File: config.mk
export PLATFORM = sky130hd
export DESIGN_NAME = led_bar_arbiter_flat
export DESIGN_NICKNAME = d
export VERILOG_FILES = /design/src/rtl/led_bar_pkg.sv /design/src/rtl/led_bar_arbiter_if.sv /design/src/rtl/led_fade_ramp.sv /design/src/rtl/led_bar_arbiter.sv /design/src/flat_wrapper.sv
export SDC_FILE = /design/constraint.sdc
export NUM_CORES = 1
export LEC_CHECK = 0
export ABC_CLOCK_PERIOD_IN_PS = 3800
export CAP_MARGIN = 10
export CORE_MARGIN = 5
export CORE_UTILIZATION = 25
export DETAILED_ROUTE_END_ITERATION = 16
export HOLD_SLACK_MARGIN = 0.03
export SKIP_CTS_REPAIR_TIMING = 1
export SYNTH_ARGS = -nofsm -noshare
export SYNTH_HDL_FRONTEND = slang
export SYNTH_SLANG_ARGS = --single-unit
export TNS_END_PERCENT = 50
File: constraint.sdc
create_clock -name clk -period 3.8 [get_ports clk]
set_input_delay 0.76 -clock clk [delete_from_list [all_inputs] [get_ports clk]]
set_output_delay 0.76 -clock clk [all_outputs]
set_load 0.02 [all_outputs]
File: src/rtl/led_bar_pkg.sv
// Shared definitions for the LED bargraph arbiter.
// Provides the arbiter state encoding, the fade-ramp command encoding,
// source indices and widths, plus the two priority helpers the FSM needs.
package led_bar_pkg;

  localparam int N_SRC   = 3;
  localparam int LED_W   = 8;
  localparam int LEVEL_W = 8;
  localparam int HOLD_W  = 24;

  localparam int SRC_SCAN  = 0;
  localparam int SRC_SPEED = 1;
  localparam int SRC_ALERT = 2;

  typedef enum logic [1:0] {
    IDLE,
    FADE_IN,
    GRANTED,
    FADE_OUT
  } arb_state_t;

  // What the level register does this cycle (load_zero overrides all).
  typedef enum logic [1:0] {
    RAMP_HOLD,
    RAMP_UP,
    RAMP_DOWN,
    RAMP_TRACK
  } ramp_dir_t;

  // Fixed priority: alert > speed > scanner. Returns one-hot, or 0 if no request.
  function automatic logic [N_SRC-1:0] pick_winner(input logic [N_SRC-1:0] req);
    logic [N_SRC-1:0] w;
    w = '0;
    if (req[SRC_ALERT])      w[SRC_ALERT] = 1'b1;
    else if (req[SRC_SPEED]) w[SRC_SPEED] = 1'b1;
    else if (req[SRC_SCAN])  w[SRC_SCAN]  = 1'b1;
    return w;
  endfunction

  // True when any source of higher priority than the one-hot owner requests.
  // (owner<<1)-1 sets the owner bit and everything below it; its complement is
  // the set of strictly higher-priority sources. A zero owner yields no bits.
  function automatic logic has_higher(input logic [N_SRC-1:0] req,
                                      input logic [N_SRC-1:0] owner);
    logic [N_SRC-1:0] above;
    above = ~(N_SRC'(owner << 1) - N_SRC'(1));
    return |(req & above);
  endfunction

endpackage

File: src/rtl/led_bar_arbiter_if.sv
// Bus between the pattern sources and the LED bargraph arbiter.
//   req            : per-source level-sensitive request
//   mask0..mask2   : per-source LED on/off pattern
//   level0..level2 : per-source target brightness
//   grant          : one-hot current owner, 0 when idle
//   led_mask       : registered mask of the owner
//   led_level      : registered brightness to the PWM stage
//   switching      : high while fading in or out
// master = pattern-source side, slave = arbiter side.
interface led_bar_arbiter_if;
  import led_bar_pkg::*;

  logic [N_SRC-1:0]   req;
  logic [LED_W-1:0]   mask0;
  logic [LED_W-1:0]   mask1;
  logic [LED_W-1:0]   mask2;
  logic [LEVEL_W-1:0] level0;
  logic [LEVEL_W-1:0] level1;
  logic [LEVEL_W-1:0] level2;
  logic [N_SRC-1:0]   grant;
  logic [LED_W-1:0]   led_mask;
  logic [LEVEL_W-1:0] led_level;
  logic               switching;

  modport master (
    output req, mask0, mask1, mask2, level0, level1, level2,
    input  grant, led_mask, led_level, switching
  );

  modport slave (
    input  req, mask0, mask1, mask2, level0, level1, level2,
    output grant, led_mask, led_level, switching
  );

endinterface

File: src/rtl/led_fade_ramp.sv
// Brightness ramp for the bargraph arbiter.
// Holds the free-running fade prescaler and the saturating level register.
//   clk, rst  : clock, synchronous active-high reset
//   dir       : hold / step up / step down / track target
//   target    : brightness the ramp moves toward (and tracks)
//   load_zero : force level to 0 on the next edge (overrides dir)
//   level     : registered brightness
//   at_target : level >= target
//   at_zero   : level == 0
module led_fade_ramp
  import led_bar_pkg::*;
#(
  parameter int                 TICK_BITS = 16,
  parameter logic [LEVEL_W-1:0] FADE_STEP = 8'd16
) (
  input  logic               clk,
  input  logic               rst,
  input  ramp_dir_t          dir,
  input  logic [LEVEL_W-1:0] target,
  input  logic               load_zero,
  output logic [LEVEL_W-1:0] level,
  output logic               at_target,
  output logic               at_zero
);

  logic [TICK_BITS-1:0] presc;
  logic                 fade_tick;
  logic [LEVEL_W-1:0]   level_nxt;

  // Step up by FADE_STEP in 9 bits, saturate at full scale, then clip at target.
  function automatic logic [LEVEL_W-1:0] step_up(input logic [LEVEL_W-1:0] cur,
                                                 input logic [LEVEL_W-1:0] tgt);
    logic [LEVEL_W:0] sum;
    sum = {1'b0, cur} + {1'b0, FADE_STEP};
    if (sum > {1'b0, {LEVEL_W{1'b1}}}) sum = {1'b0, {LEVEL_W{1'b1}}};
    if (sum > {1'b0, tgt})             sum = {1'b0, tgt};
    return sum[LEVEL_W-1:0];
  endfunction

  // Step down by FADE_STEP with a signed 9-bit difference, floored at zero.
  function automatic logic [LEVEL_W-1:0] step_down(input logic [LEVEL_W-1:0] cur);
    logic signed [LEVEL_W:0] diff;
    diff = $signed({1'b0, cur}) - $signed({1'b0, FADE_STEP});
    if (diff < 0) return '0;
    return diff[LEVEL_W-1:0];
  endfunction

  // Prescaler: one fade tick on the all-ones count, then natural wrap to 0.
  always_ff @(posedge clk) begin
    if (rst) presc <= '0;
    else     presc <= presc + TICK_BITS'(1);
  end

  assign fade_tick = &presc;

  always_comb begin
    level_nxt = level;
    if (load_zero) begin
      level_nxt = '0;
    end else begin
      unique case (dir)
        RAMP_UP:    if (fade_tick) level_nxt = step_up(level, target);
        RAMP_DOWN:  if (fade_tick) level_nxt = step_down(level);
        RAMP_TRACK: level_nxt = target;
        default:    level_nxt = level;
      endcase
    end
  end

  always_ff @(posedge clk) begin
    if (rst) level <= '0;
    else     level <= level_nxt;
  end

  assign at_target = (level >= target);
  assign at_zero   = (level == '0);

endmodule

File: src/rtl/led_bar_arbiter.sv
// Shares the 8-LED PWM bargraph between three pattern sources
// (scanner, speed feedback, alert) with fixed priority, a minimum hold time
// before preemption, and a linear fade out/in on every handover.
//   clk, rst : clock, synchronous active-high reset
//   bus      : led_bar_arbiter_if slave side (requests, masks, levels in;
//              grant, led_mask, led_level, switching out)
module led_bar_arbiter
  import led_bar_pkg::*;
#(
  parameter int                 TICK_BITS   = 16,
  parameter logic [LEVEL_W-1:0] FADE_STEP   = 8'd16,
  parameter logic [HOLD_W-1:0]  HOLD_CYCLES = 24'd1000000
) (
  input  logic               clk,
  input  logic               rst,
  led_bar_arbiter_if.slave   bus
);

  if (FADE_STEP == '0) begin : g_bad_fade_step
    $error("led_bar_arbiter: FADE_STEP must be non-zero or a fade never ends");
  end

  arb_state_t         state, state_nxt;
  logic [N_SRC-1:0]   grant, grant_nxt;
  logic [HOLD_W-1:0]  hold, hold_nxt;
  logic [LED_W-1:0]   led_mask, led_mask_nxt;
  ramp_dir_t          dir;
  logic               load_zero;
  logic [LEVEL_W-1:0] target;
  logic [LEVEL_W-1:0] level;
  logic               at_target;
  logic               at_zero;
  logic               owner_req;
  logic               higher_req;

  led_fade_ramp #(
    .TICK_BITS (TICK_BITS),
    .FADE_STEP (FADE_STEP)
  ) u_ramp (
    .clk       (clk),
    .rst       (rst),
    .dir       (dir),
    .target    (target),
    .load_zero (load_zero),
    .level     (level),
    .at_target (at_target),
    .at_zero   (at_zero)
  );

  // Target brightness of the current owner, taken live from its input.
  always_comb begin
    target = '0;
    if (grant[SRC_SCAN])  target = target | bus.level0;
    if (grant[SRC_SPEED]) target = target | bus.level1;
    if (grant[SRC_ALERT]) target = target | bus.level2;
  end

  assign owner_req  = |(bus.req & grant);
  assign higher_req = has_higher(bus.req, grant);

  always_ff @(posedge clk) begin
    if (rst) begin
      state    <= IDLE;
      grant    <= '0;
      hold     <= '0;
      led_mask <= '0;
    end else begin
      state    <= state_nxt;
      grant    <= grant_nxt;
      hold     <= hold_nxt;
      led_mask <= led_mask_nxt;
    end
  end

  always_comb begin
    state_nxt = state;
    grant_nxt = grant;
    hold_nxt  = hold;
    dir       = RAMP_HOLD;
    load_zero = 1'b0;
    unique case (state)
      IDLE: begin
        load_zero = 1'b1;
        grant_nxt = '0;
        if (|bus.req) begin
          grant_nxt = pick_winner(bus.req);
          state_nxt = FADE_IN;
        end
      end
      FADE_IN: begin
        // An owner that leaves mid-fade-in fades out from wherever it got to.
        if (!owner_req) begin
          state_nxt = FADE_OUT;
        end else if (at_target) begin
          // Covers both reaching the target and the target dropping below us.
          dir       = RAMP_TRACK;
          hold_nxt  = HOLD_CYCLES;
          state_nxt = GRANTED;
        end else begin
          dir = RAMP_UP;
        end
      end
      GRANTED: begin
        dir = RAMP_TRACK;
        if (hold != '0) hold_nxt = hold - HOLD_W'(1);
        if (!owner_req)                      state_nxt = FADE_OUT;
        else if (hold == '0 && higher_req)   state_nxt = FADE_OUT;
      end
      FADE_OUT: begin
        // Owner is kept until the bar is dark, so the old mask never shows
        // the new source's brightness and vice versa.
        if (at_zero) begin
          load_zero = 1'b1;
          if (|bus.req) begin
            grant_nxt = pick_winner(bus.req);
            state_nxt = FADE_IN;
          end else begin
            grant_nxt = '0;
            state_nxt = IDLE;
          end
        end else begin
          dir = RAMP_DOWN;
        end
      end
      default: begin
        state_nxt = IDLE;
        grant_nxt = '0;
        load_zero = 1'b1;
      end
    endcase
  end

  // Mask follows the owner that grant will hold after this edge, so mask and
  // grant change on the same cycle and the mask is 0 whenever grant is 0.
  always_comb begin
    led_mask_nxt = '0;
    if (grant_nxt[SRC_SCAN])  led_mask_nxt = led_mask_nxt | bus.mask0;
    if (grant_nxt[SRC_SPEED]) led_mask_nxt = led_mask_nxt | bus.mask1;
    if (grant_nxt[SRC_ALERT]) led_mask_nxt = led_mask_nxt | bus.mask2;
  end

  assign bus.grant     = grant;
  assign bus.led_mask  = led_mask;
  assign bus.led_level = level;
  assign bus.switching = (state == FADE_IN) || (state == FADE_OUT);

endmodule
File: src/flat_wrapper.sv
// flat-port wrapper written by rule: the top's interface ports become plain ports
module led_bar_arbiter_flat import led_bar_pkg::*;
#(
  parameter int                 TICK_BITS   = 16,
  parameter logic [LEVEL_W-1:0] FADE_STEP   = 8'd16,
  parameter logic [HOLD_W-1:0]  HOLD_CYCLES = 24'd1000000
)
  (clk, rst, bus_req, bus_mask0, bus_mask1, bus_mask2, bus_level0, bus_level1, bus_level2, bus_grant, bus_led_mask, bus_led_level, bus_switching);
  led_bar_arbiter_if bus_i ();
  input  logic clk;
  input  logic rst;
  input wire logic [$bits(bus_i.req)-1:0] bus_req;
  input wire logic [$bits(bus_i.mask0)-1:0] bus_mask0;
  input wire logic [$bits(bus_i.mask1)-1:0] bus_mask1;
  input wire logic [$bits(bus_i.mask2)-1:0] bus_mask2;
  input wire logic [$bits(bus_i.level0)-1:0] bus_level0;
  input wire logic [$bits(bus_i.level1)-1:0] bus_level1;
  input wire logic [$bits(bus_i.level2)-1:0] bus_level2;
  output wire logic [$bits(bus_i.grant)-1:0] bus_grant;
  output wire logic [$bits(bus_i.led_mask)-1:0] bus_led_mask;
  output wire logic [$bits(bus_i.led_level)-1:0] bus_led_level;
  output wire logic [$bits(bus_i.switching)-1:0] bus_switching;
  assign bus_i.req = bus_req;
  assign bus_i.mask0 = bus_mask0;
  assign bus_i.mask1 = bus_mask1;
  assign bus_i.mask2 = bus_mask2;
  assign bus_i.level0 = bus_level0;
  assign bus_i.level1 = bus_level1;
  assign bus_i.level2 = bus_level2;
  assign bus_grant = bus_i.grant;
  assign bus_led_mask = bus_i.led_mask;
  assign bus_led_level = bus_i.led_level;
  assign bus_switching = bus_i.switching;
  led_bar_arbiter #(.TICK_BITS(TICK_BITS), .FADE_STEP(FADE_STEP), .HOLD_CYCLES(HOLD_CYCLES)) u_core (.clk(clk), .rst(rst), .bus(bus_i));
endmodule
==> results.sh, run 1 <==
export IMPL_tritoncts="yes"
export IMPL_flip_flop_cell_with_the_highest_count_after_synthesis="sky130_fd_sc_hd__dfxtp_1"
export IMPL_crit_cells=12
export IMPL_ff2ff_path_depth=14
export IMPL_vdd_ir_max_uv=279
export IMPL_synth_area_leader_cell="sky130_fd_sc_hd__dfxtp_1"
export IMPL_drt_vias_per_instance=5.19
export IMPL_power_per_cell_area_nw_per_um2=776
export IMPL_fin_worst_setup_slack_ns=0.230
export IMPL_grt_setup_unrepaired="no"
export IMPL_required_ns=4.06
export IMPL_worstSetupStartpoint="bus_level0[5]"
export IMPL_routed_wire_length_per_instance_um=14.9
export IMPL_worstMarginPinSlew_ns=0.787
export IMPL_reg2reg_setup_slack_ns=0.26
export IMPL_maxSlewHeadroom_pct=47.3
export IMPL_worst_path_max_delay_cell="sky130_fd_sc_hd__a222oi_1"
export IMPL_drv_max_cap_violation_count=0
export IMPL_synth_yosys_warnings=0
export IMPL_core_area_um2=14600
export IMPL_tns_ns=0
export IMPL_detailedRoute_firstPassIterationCount=7
export IMPL_status="complete, no violations"
export IMPL_insertedDiodeCount=0
export IMPL_antenna_found_initial=0
export IMPL_worstPathBufferInverterCount=3
export IMPL_clk_pin_slew_worst_paths_ns=0.05
export IMPL_worst_clock_skew_ns=0.00535
export IMPL_globalplace_congestion=0.945
export IMPL_critical_path_reg2reg_startpoint="u_core.u_ramp.level[4]"
export IMPL_hold_class="reg -> reg"
export IMPL_cp_slowest_stage_delay_ns=0.45
export IMPL_synth_cell_area_um2=3750
export IMPL_fp_dieW_um=132
export IMPL_timing_final_hold_violations=0
export IMPL_groute_usage_overall_pct=12.3
export IMPL_synth_top_cell_area_share_pct=32.6
export IMPL_drcViolationCount=0
export IMPL_syn_mean_instance_area_um2=8.36
export IMPL_worst_setup_path_type="in -> reg"
export IMPL_drtIter0Drc=226
export IMPL_setup_worst_path_end_class="flop"
export IMPL_cp_cell_sequence="clkdlybuf4s50_1, a222oi_1, ha_1, nand3_1, or3_1, or3_1, buf_4, o211ai_1, buf_4, nand2_1, or3_1, a21oi_1"
export IMPL_stdcell_count=732
export IMPL_yosysMostFrequentCell="sky130_fd_sc_hd__dfxtp_1"
export IMPL_synth_top_cells_by_count="sky130_fd_sc_hd__dfxtp_1, sky130_fd_sc_hd__nor2_1, sky130_fd_sc_hd__ha_1, sky130_fd_sc_hd__xor2_1, sky130_fd_sc_hd__a21oi_1"
export IMPL_synth_ff_latch_count=61
export IMPL_chipHeight_um=132
export IMPL_final_layout_size_suffix_gt1_share_pct=12.6
export IMPL_max_clock_freq_mhz=280
export IMPL_path_delay_family="simple AND/OR/NAND/NOR gates"
export IMPL_syn2layout_area_growth_pct=38.5
export IMPL_crit_reg2reg_capture="u_core.u_ramp.level[1]"
export IMPL_htree_levels=3
export IMPL_critical_path_arrival_ns=3.83
export IMPL_number_of_global_route_vias_before_repair=3847
export IMPL_synth_edff_count=0
export IMPL_initial_core_util_pct=25.7
export IMPL_post_route_period_util_pct=93.9
export IMPL_count_of_port_buffers_added_during_placement=72
export IMPL_part_of_the_yosys_area_used_for_sequential_elements_pct=32.6
export IMPL_cts_sink_count=61
export IMPL_ios=73
export IMPL_vias=3798
export IMPL_critical_path_endpoint="u_core.hold[23]"
export IMPL_grt_first_pass_wirelength_um=18000
export IMPL_postSynthCellCount=448
export IMPL_final_max_slew_violation_count=0
export IMPL_critical_path_startpoint_type="input pin"
export IMPL_postRouteAntennaNets=0
export IMPL_synth_nets=526
export IMPL_die_ar_um2=17500
export IMPL_report_final_setup_viol=0
export IMPL_cellLeakagePower_nw=1.96
export IMPL_crit_fanout=19
export IMPL_clk_insertion_delay_late_ns=0.33
export IMPL_finalNetCount=621
export IMPL_post_synth_main_area_contributors="sky130_fd_sc_hd__dfxtp_1, sky130_fd_sc_hd__ha_1, sky130_fd_sc_hd__xor2_1, sky130_fd_sc_hd__nor2_1, sky130_fd_sc_hd__a222oi_1"
export IMPL_crit_path_frequent_cell="sky130_fd_sc_hd__or3_1"
export IMPL_wirelength_um=10900
export IMPL_num_rows=44
export IMPL_worst_setup_slack_after_placement_ns=-0.129
export IMPL_place_inst=716
export IMPL_fin_crit_ns=3.57
export IMPL_finish_utilization_pct=35.6
export IMPL_ys_types=56
export IMPL_dp_hpwl_um=8490
export IMPL_cts_buffers_inserted=9
export IMPL_cts_buffer_depth=2
export IMPL_clockRootBuffer="sky130_fd_sc_hd__clkbuf_16"
export IMPL_grt_overflow_total=0
export IMPL_grt_start_max_net_pins=41
export IMPL_async_flop_share_pct=0
## power by group
part,internal [mW],switching (mW)
clock network,0.542,0.290
registers,0.805,0.180
logic,1.00,1.21
## how the worst min path moves through the flow
| stage | endpoint | slack, ns | from | cells after the start |
|---|---|---|---|---|
| final | u_core.u_ramp.presc[0] | 0.48 | u_core.u_ramp.presc[0] | 1 |
| after global routing | u_core.hold[0] | 0.50 | u_core.hold[0] | 2 |
| after CTS | u_core.u_ramp.presc[0] | 0.48 | u_core.u_ramp.presc[0] | 1 |
| after detailed placement | u_core.u_ramp.presc[0] | 0.47 | u_core.u_ramp.presc[0] | 1 |
| after global placement | u_core.u_ramp.presc[0] | 0.44 | u_core.u_ramp.presc[0] | 1 |
| after floorplan | u_core.u_ramp.presc[0] | 0.43 | u_core.u_ramp.presc[0] | 1 |
## kinds of logic (layout without fill, tap and decap cells)
kind of cell / after synthesis / count (layout) / synth area share [%]
AO/OA/AOI/OAI: 101 / 101 / 19.2
XOR/XNOR: 30 / 30 / 7.01
adder cells (fa/ha/maj): 25 / 25 / 8.35
buffers and inverters: 38 / 138 / 4.34
flip-flops: 61 / 61 / 32.6
multiplexers: 4 / 4 / 1.07
AND/OR/NAND/NOR: 189 / 189 / 27.5
## sequential cells by signal (all words and copies together) (netlist names)
| register | flops |
|---|---|
| u_core.bus.grant | 3 |
| u_core.bus.led_mask | 8 |
| u_core.hold | 24 |
| u_core.state | 2 |
| u_core.u_ramp.level | 8 |
| u_core.u_ramp.presc | 16 |
## layout make-up
cell class	count	area, µm²
Clock buffer	11	253
Inverter	17	63.8
Fill cell	1457	9400
Tap cell	184	230
Sequential cell	61	1220
Timing Repair Buffer	105	968
Multi-Input combinational cell	349	2390
Clock inverter	5	58.8
## cell usage in the layout, fill, tap and decap left out, types with 8 or more instances in the layout
cell type,synthesis,final
sky130_fd_sc_hd__inv_1,17,17
sky130_fd_sc_hd__nor3_1,11,11
sky130_fd_sc_hd__nand3_1,18,18
sky130_fd_sc_hd__nand2_1,22,22
sky130_fd_sc_hd__ha_1,25,25
sky130_fd_sc_hd__o21ai_0,19,18
sky130_fd_sc_hd__a222oi_1,16,16
sky130_fd_sc_hd__clkbuf_16,0,9
sky130_fd_sc_hd__nand4_1,18,18
sky130_fd_sc_hd__nor2_1,53,53
sky130_fd_sc_hd__a31oi_1,9,9
sky130_fd_sc_hd__buf_4,0,33
sky130_fd_sc_hd__nor2b_1,10,10
sky130_fd_sc_hd__or3_1,13,13
sky130_fd_sc_hd__clkdlybuf4s50_1,0,72
sky130_fd_sc_hd__nand2b_1,8,8
sky130_fd_sc_hd__dfxtp_1,61,59
sky130_fd_sc_hd__xor2_1,25,25
sky130_fd_sc_hd__a21oi_1,23,21
## layer usage
layer / up-vias / routed length, µm / track usage (%)
met5: - / 0 / 0
met4: 0 / 220 / 4.86
met3: 19 / 827 / 4.44
met2: 158 / 5030 / 19.9
met1: 1746 / 4820 / 14.8
li1: 1875 / - / -
## stage by stage
stage	instance area (µm²)	total power, mW	hold slack (ns)
2_1_floorplan	3750	2.58	0.430
3_3_place_gp	4850	3.10	0.445
3_5_place_dp	4850	3.16	0.467
4_1_cts	5160	4.01	0.481
5_1_grt	5190	4.35	0.502
6_report	5190	4.03	0.477
Power figures use the tool's default switching activity.
==> inputs of run 2 (changes only) <==
--- a/config.mk
+++ b/config.mk
@@ -9,8 +9,10 @@
 export CAP_MARGIN = 10
 export CORE_MARGIN = 5
 export CORE_UTILIZATION = 25
+export CTS_CLUSTER_DIAMETER = 100
 export DETAILED_ROUTE_END_ITERATION = 16
 export HOLD_SLACK_MARGIN = 0.03
+export SETUP_SLACK_MARGIN = 0.1
 export SKIP_CTS_REPAIR_TIMING = 1
 export SYNTH_ARGS = -nofsm -noshare
 export SYNTH_HDL_FRONTEND = slang
==> results.sh, run 2 (synthesis gave the netlist of run 1 again) <==
export IMPL_groute_usage_overall_pct=12.3
export IMPL_finalNetCount=624
export IMPL_core_area_um2=14600
export IMPL_tns_ns=0
export IMPL_clk_pin_slew_worst_paths_ns=0.05
export IMPL_worst_setup_path_type="in -> reg"
export IMPL_drt_vias_per_instance=5.18
export IMPL_num_rows=44
export IMPL_worst_clock_skew_ns=0.00455
export IMPL_clk_insertion_delay_late_ns=0.33
export IMPL_cts_sink_count=61
export IMPL_chipHeight_um=132
export IMPL_setup_worst_path_end_class="flop"
export IMPL_routed_wire_length_per_instance_um=15.0
export IMPL_largest_register="u_core.hold"
export IMPL_cellLeakagePower_nw=1.98
export IMPL_drtIter0Drc=255
export IMPL_htree_levels=3
export IMPL_syn2layout_area_growth_pct=39.8
export IMPL_post_route_period_util_pct=93.4
export IMPL_insertedDiodeCount=0
export IMPL_postRouteAntennaNets=0
export IMPL_crit_reg2reg_capture="u_core.u_ramp.level[1]"
export IMPL_hp_start="u_core.u_ramp.presc[0]"
export IMPL_final_max_slew_violation_count=0
export IMPL_grt_setup_unrepaired="yes"
export IMPL_cts_buffer_depth=2
export IMPL_initial_core_util_pct=25.7
export IMPL_drv_max_cap_violation_count=0
export IMPL_cts_buffers_inserted=9
export IMPL_die_ar_um2=17500
export IMPL_final_layout_size_suffix_gt1_share_pct=13.8
export IMPL_most_common_library_cell_in_the_layout_ignoring_fill_and_taps="sky130_fd_sc_hd__clkdlybuf4s50_1"
export IMPL_required_ns=4.06
export IMPL_status="complete, no violations"
export IMPL_power_per_cell_area_nw_per_um2=777
export IMPL_vdd_ir_max_uv=279
export IMPL_antenna_found_initial=0
export IMPL_fin_crit_ns=3.55
export IMPL_ios=73
export IMPL_finalInstanceArea_um2=5240
export IMPL_drcViolationCount=0
export IMPL_timing_final_hold_violations=0
export IMPL_dp_hpwl_um=8490
export IMPL_crit_fanout=19
export IMPL_reg2reg_setup_slack_ns=0.34
export IMPL_clockRootBuffer="sky130_fd_sc_hd__clkbuf_16"
export IMPL_max_clock_freq_mhz=282
export IMPL_tritoncts="yes"
export IMPL_report_final_setup_viol=0
export IMPL_maxSlewHeadroom_pct=47.3
export IMPL_critical_path_reg2reg_startpoint="u_core.u_ramp.level[4]"
export IMPL_vias=3808
export IMPL_wirelength_um=11000
export IMPL_worstMarginPinSlew_ns=0.787
export IMPL_largest_register_ffs=24
export IMPL_ff2ff_path_depth=14
export IMPL_count_of_port_buffers_added_during_placement=72
export IMPL_grt_first_pass_wirelength_um=18000
export IMPL_worst_hold_path_num_cells=1
export IMPL_grt_overflow_total=0
export IMPL_critical_path_arrival_ns=3.81
export IMPL_number_of_global_route_vias_before_repair=3847
export IMPL_globalplace_congestion=0.945
export IMPL_biggestRegsByFlops="u_core.hold: 24 flops, u_core.u_ramp.presc: 16 flops"
export IMPL_fp_dieW_um=132
export IMPL_placed_cell_area_um2=4850
export IMPL_hold_class="reg -> reg"
export IMPL_detailedRoute_firstPassIterationCount=7
export IMPL_whs_endpoint="u_core.u_ramp.presc[0]"
export IMPL_critical_path_startpoint_type="input pin"
export IMPL_grt_start_max_net_pins=41
export IMPL_final_cell_mix="sky130_fd_sc_hd__clkdlybuf4s50_1, sky130_fd_sc_hd__dfxtp_1, sky130_fd_sc_hd__nor2_1"
-- run 2: worst max path at each step --
stage / startpoint / to
2_1_floorplan: u_core.u_ramp.level[4] / u_core.u_ramp.level[1]
3_3_place_gp: bus_level0[5] / u_core.hold[23]
3_5_place_dp: bus_level0[5] / u_core.hold[23]
4_1_cts: u_core.u_ramp.level[4] / u_core.u_ramp.level[1]
5_1_grt: bus_level0[7] / u_core.hold[1]
6_report: bus_level0[7] / u_core.hold[23]
-- run 2: area by class of cell --
class	count	area, µm²
multi-input cells	349	2420
inverters	17	63.8
clock inverters	5	58.8
fillers	1451	9350
well taps	184	230
flip-flops and latches	61	1220
clock buffers	11	253
repair buffers	108	991
-- run 2: routing by layer --
layer	global-route usage [%]	wire length, µm	vias to the layer above
met3	4.44	831	17
met2	19.9	5090	142
li1	-	-	1879
met5	0	0	-
met4	4.86	211	0
met1	14.8	4870	1770
-- run 2: critical path, cell delays in order --
cell and delay, ns:
sky130_fd_sc_hd__clkdlybuf4s50_1 0.40, sky130_fd_sc_hd__a222oi_1 0.43, sky130_fd_sc_hd__ha_1 0.21, sky130_fd_sc_hd__nand3_1 0.10, sky130_fd_sc_hd__or3_1 0.34, sky130_fd_sc_hd__or3_1 0.37, sky130_fd_sc_hd__buf_4 0.16, sky130_fd_sc_hd__o211ai_1 0.11
sky130_fd_sc_hd__buf_4 0.28, sky130_fd_sc_hd__nand2_1 0.14, sky130_fd_sc_hd__or3_1 0.37, sky130_fd_sc_hd__a21oi_1 0.14
-- run 2: metrics by stage --
stage / total power, mW / worst slack [ns] / util, % / hold WS (ns) / instances
final: 4.07 / 0.251 / 35.9 / 0.477 / 735
after global routing: 4.39 / 0.0901 / 35.9 / 0.502 / 735
after CTS: 4.01 / -0.0169 / 35.4 / 0.481 / 732
after detailed placement: 3.16 / -0.129 / 33.2 / 0.467 / 716
after global placement: 3.10 / -0.0125 / 33.2 / 0.445 / 716
after floorplan: 2.58 / 0.247 / - / 0.430 / 448
-- run 2: power breakdown --
part,switching (mW),internal (mW)
clock network,0.288,0.542
logic,1.22,1.03
registers,0.180,0.805
total,1.69,2.38
==> inputs of run 3 (changes only) <==
--- a/config.mk
+++ b/config.mk
@@ -8,10 +8,12 @@
 export ABC_CLOCK_PERIOD_IN_PS = 3800
 export CAP_MARGIN = 10
 export CORE_MARGIN = 5
-export CORE_UTILIZATION = 25
+export CORE_UTILIZATION = 52
 export CTS_CLUSTER_DIAMETER = 100
 export DETAILED_ROUTE_END_ITERATION = 16
 export HOLD_SLACK_MARGIN = 0.03
+export PLACE_DENSITY = 0.8
+export REMOVE_ABC_BUFFERS = 1
 export SETUP_SLACK_MARGIN = 0.1
 export SKIP_CTS_REPAIR_TIMING = 1
 export SYNTH_ARGS = -nofsm -noshare
==> results.sh, run 3 (synthesis gave the netlist of run 1 again) <==
export IMPL_clk_insertion_delay_late_ns=0.35
export IMPL_fp_dieW_um=94.9
export IMPL_tritoncts="yes"
export IMPL_fin_worst_setup_slack_ns=0.132
export IMPL_reg2reg_setup_slack_ns=0.13
export IMPL_chipHeight_um=94.9
export IMPL_stdcell_count=642
export IMPL_maxSlewHeadroom_pct=47.5
export IMPL_worstMarginPinSlew_ns=0.785
export IMPL_worst_setup_slack_after_placement_ns=-0.0116
export IMPL_whs_endpoint="u_core.u_ramp.presc[0]"
export IMPL_core_area_um2=7140
export IMPL_cellLeakagePower_nw=1.88
export IMPL_initial_core_util_pct=52.5
export IMPL_cts_buffer_depth=2
export IMPL_required_ns=4.01
export IMPL_final_max_slew_violation_count=0
export IMPL_largest_register_ffs=24
export IMPL_grt_setup_unrepaired="yes"
export IMPL_status="complete, no violations"
export IMPL_ios=73
export IMPL_power_per_cell_area_nw_per_um2=767
export IMPL_vdd_ir_max_uv=350
export IMPL_postRouteAntennaNets=0
export IMPL_most_common_library_cell_in_the_layout_ignoring_fill_and_taps="sky130_fd_sc_hd__clkdlybuf4s50_1"
export IMPL_antenna_found_initial=0
export IMPL_hp_start="u_core.u_ramp.presc[0]"
export IMPL_biggestRegsByFlops="u_core.hold: 24 flops, u_core.u_ramp.presc: 16 flops"
export IMPL_worst_hold_path_num_cells=1
export IMPL_grt_start_max_net_pins=37
export IMPL_num_rows=31
export IMPL_path_delay_family="compound AO/OA/AOI/OAI gates"
export IMPL_worst_setup_path_type="reg -> reg"
export IMPL_drt_vias_per_instance=5.95
export IMPL_globalplace_congestion=0.921
export IMPL_cp_cell_sequence="inv_1, ha_1, nand4b_1, or4_1, a21oi_2, buf_4, or2_2, ha_1, and4_1, nand3_1, o21ai_0, o21ai_2, a21oi_1, a2111oi_1"
export IMPL_worst_clock_skew_ns=0.00511
export IMPL_detailedRoute_firstPassIterationCount=7
export IMPL_die_ar_um2=9000
export IMPL_fin_crit_ns=3.67
export IMPL_dp_hpwl_um=7710
export IMPL_p_total_mw=3.78
export IMPL_htree_levels=3
export IMPL_wirelength_um=10400
export IMPL_vias=3820
export IMPL_grt_overflow_total=0
export IMPL_post_route_period_util_pct=96.5
export IMPL_max_clock_freq_mhz=273
export IMPL_critical_path_reg2reg_startpoint="u_core.u_ramp.level[4]"
export IMPL_routed_wire_length_per_instance_um=16.2
export IMPL_finalNetCount=616
export IMPL_critical_path_arrival_ns=3.88
export IMPL_hold_class="reg -> reg"
export IMPL_crit_fanout=6
export IMPL_ff2ff_path_depth=14
export IMPL_drcViolationCount=0
export IMPL_critical_path_startpoint_type="flop"
export IMPL_clk_pin_slew_worst_paths_ns=0.07
export IMPL_count_of_port_buffers_added_during_placement=72
export IMPL_timing_final_hold_violations=0
export IMPL_finish_utilization_pct=69.0
export IMPL_grt_first_pass_wirelength_um=17600
export IMPL_clockRootBuffer="sky130_fd_sc_hd__clkbuf_8"
export IMPL_worstPathBufferInverterCount=2
export IMPL_setup_worst_path_end_class="flop"
export IMPL_worst_path_max_delay_cell="sky130_fd_sc_hd__or4_1"
export IMPL_largest_register="u_core.hold"
export IMPL_cts_buffers_inserted=9
export IMPL_cp_slowest_stage_delay_ns=0.52
export IMPL_drtIter0Drc=313
export IMPL_cts_sink_count=61
export IMPL_crit_reg2reg_capture="u_core.u_ramp.level[3]"
export IMPL_placed_cell_area_um2=4700
export IMPL_drv_max_cap_violation_count=0
export IMPL_hold_slack_ns=0.469
export IMPL_crit_path_frequent_cell="sky130_fd_sc_hd__ha_1"
export IMPL_final_cell_mix="sky130_fd_sc_hd__clkdlybuf4s50_1, sky130_fd_sc_hd__dfxtp_1, sky130_fd_sc_hd__nor2_1"
export IMPL_tns_ns=0
export IMPL_insertedDiodeCount=0
export IMPL_groute_usage_overall_pct=24.6
export IMPL_finalInstanceArea_um2=4920
export IMPL_final_layout_size_suffix_gt1_share_pct=11.4
export IMPL_number_of_global_route_vias_before_repair=3867
export IMPL_syn2layout_area_growth_pct=31.5
export IMPL_report_final_setup_viol=0
export IMPL_place_inst=626
[run 3: worst max-delay path by stage]
stage	start	cells past startpoint	slack [ns]	endpoint
after CTS	u_core.u_ramp.level[4]	16	0.14	u_core.u_ramp.level[2]
after detailed placement	bus_level0[5]	10	-0.01	u_core.hold[4]
after floorplan	bus_level0[7]	9	0.07	u_core.hold[4]
final	u_core.u_ramp.level[4]	14	0.13	u_core.u_ramp.level[3]
after global routing	u_core.u_ramp.level[4]	15	-0.03	u_core.u_ramp.level[3]
after global placement	bus_level0[7]	10	0.08	u_core.hold[4]
[run 3: area by class of cell]
cell class / count / area [µm²]
sequential: 61 / 1220
fill: 601 / 2210
inverter: 17 / 63.8
clock buffer: 11 / 141
multi-input combinational: 349 / 2380
timing repair buffer: 100 / 931
clock inverter: 5 / 60.1
tap: 99 / 124
[run 3: where the power goes]
part | internal, mW | switching, mW
registers | 0.804 | 0.174
clock network | 0.322 | 0.268
logic | 0.979 | 1.23
total | 2.10 | 1.67
[run 3: layer usage]
| metal | GRT usage [%] | up-vias | routed length, µm | share of wire (%) |
|---|---|---|---|---|
| met3 | 5.90 | 23 | 672 | 6.5 |
| li1 | - | 1849 | - | - |
| met2 | 41.9 | 140 | 5080 | 49 |
| met4 | 9.98 | 0 | 248 | 2.4 |
| met1 | 29.7 | 1808 | 4380 | 42 |
| met5 | 0 | - | 0 | 0 |
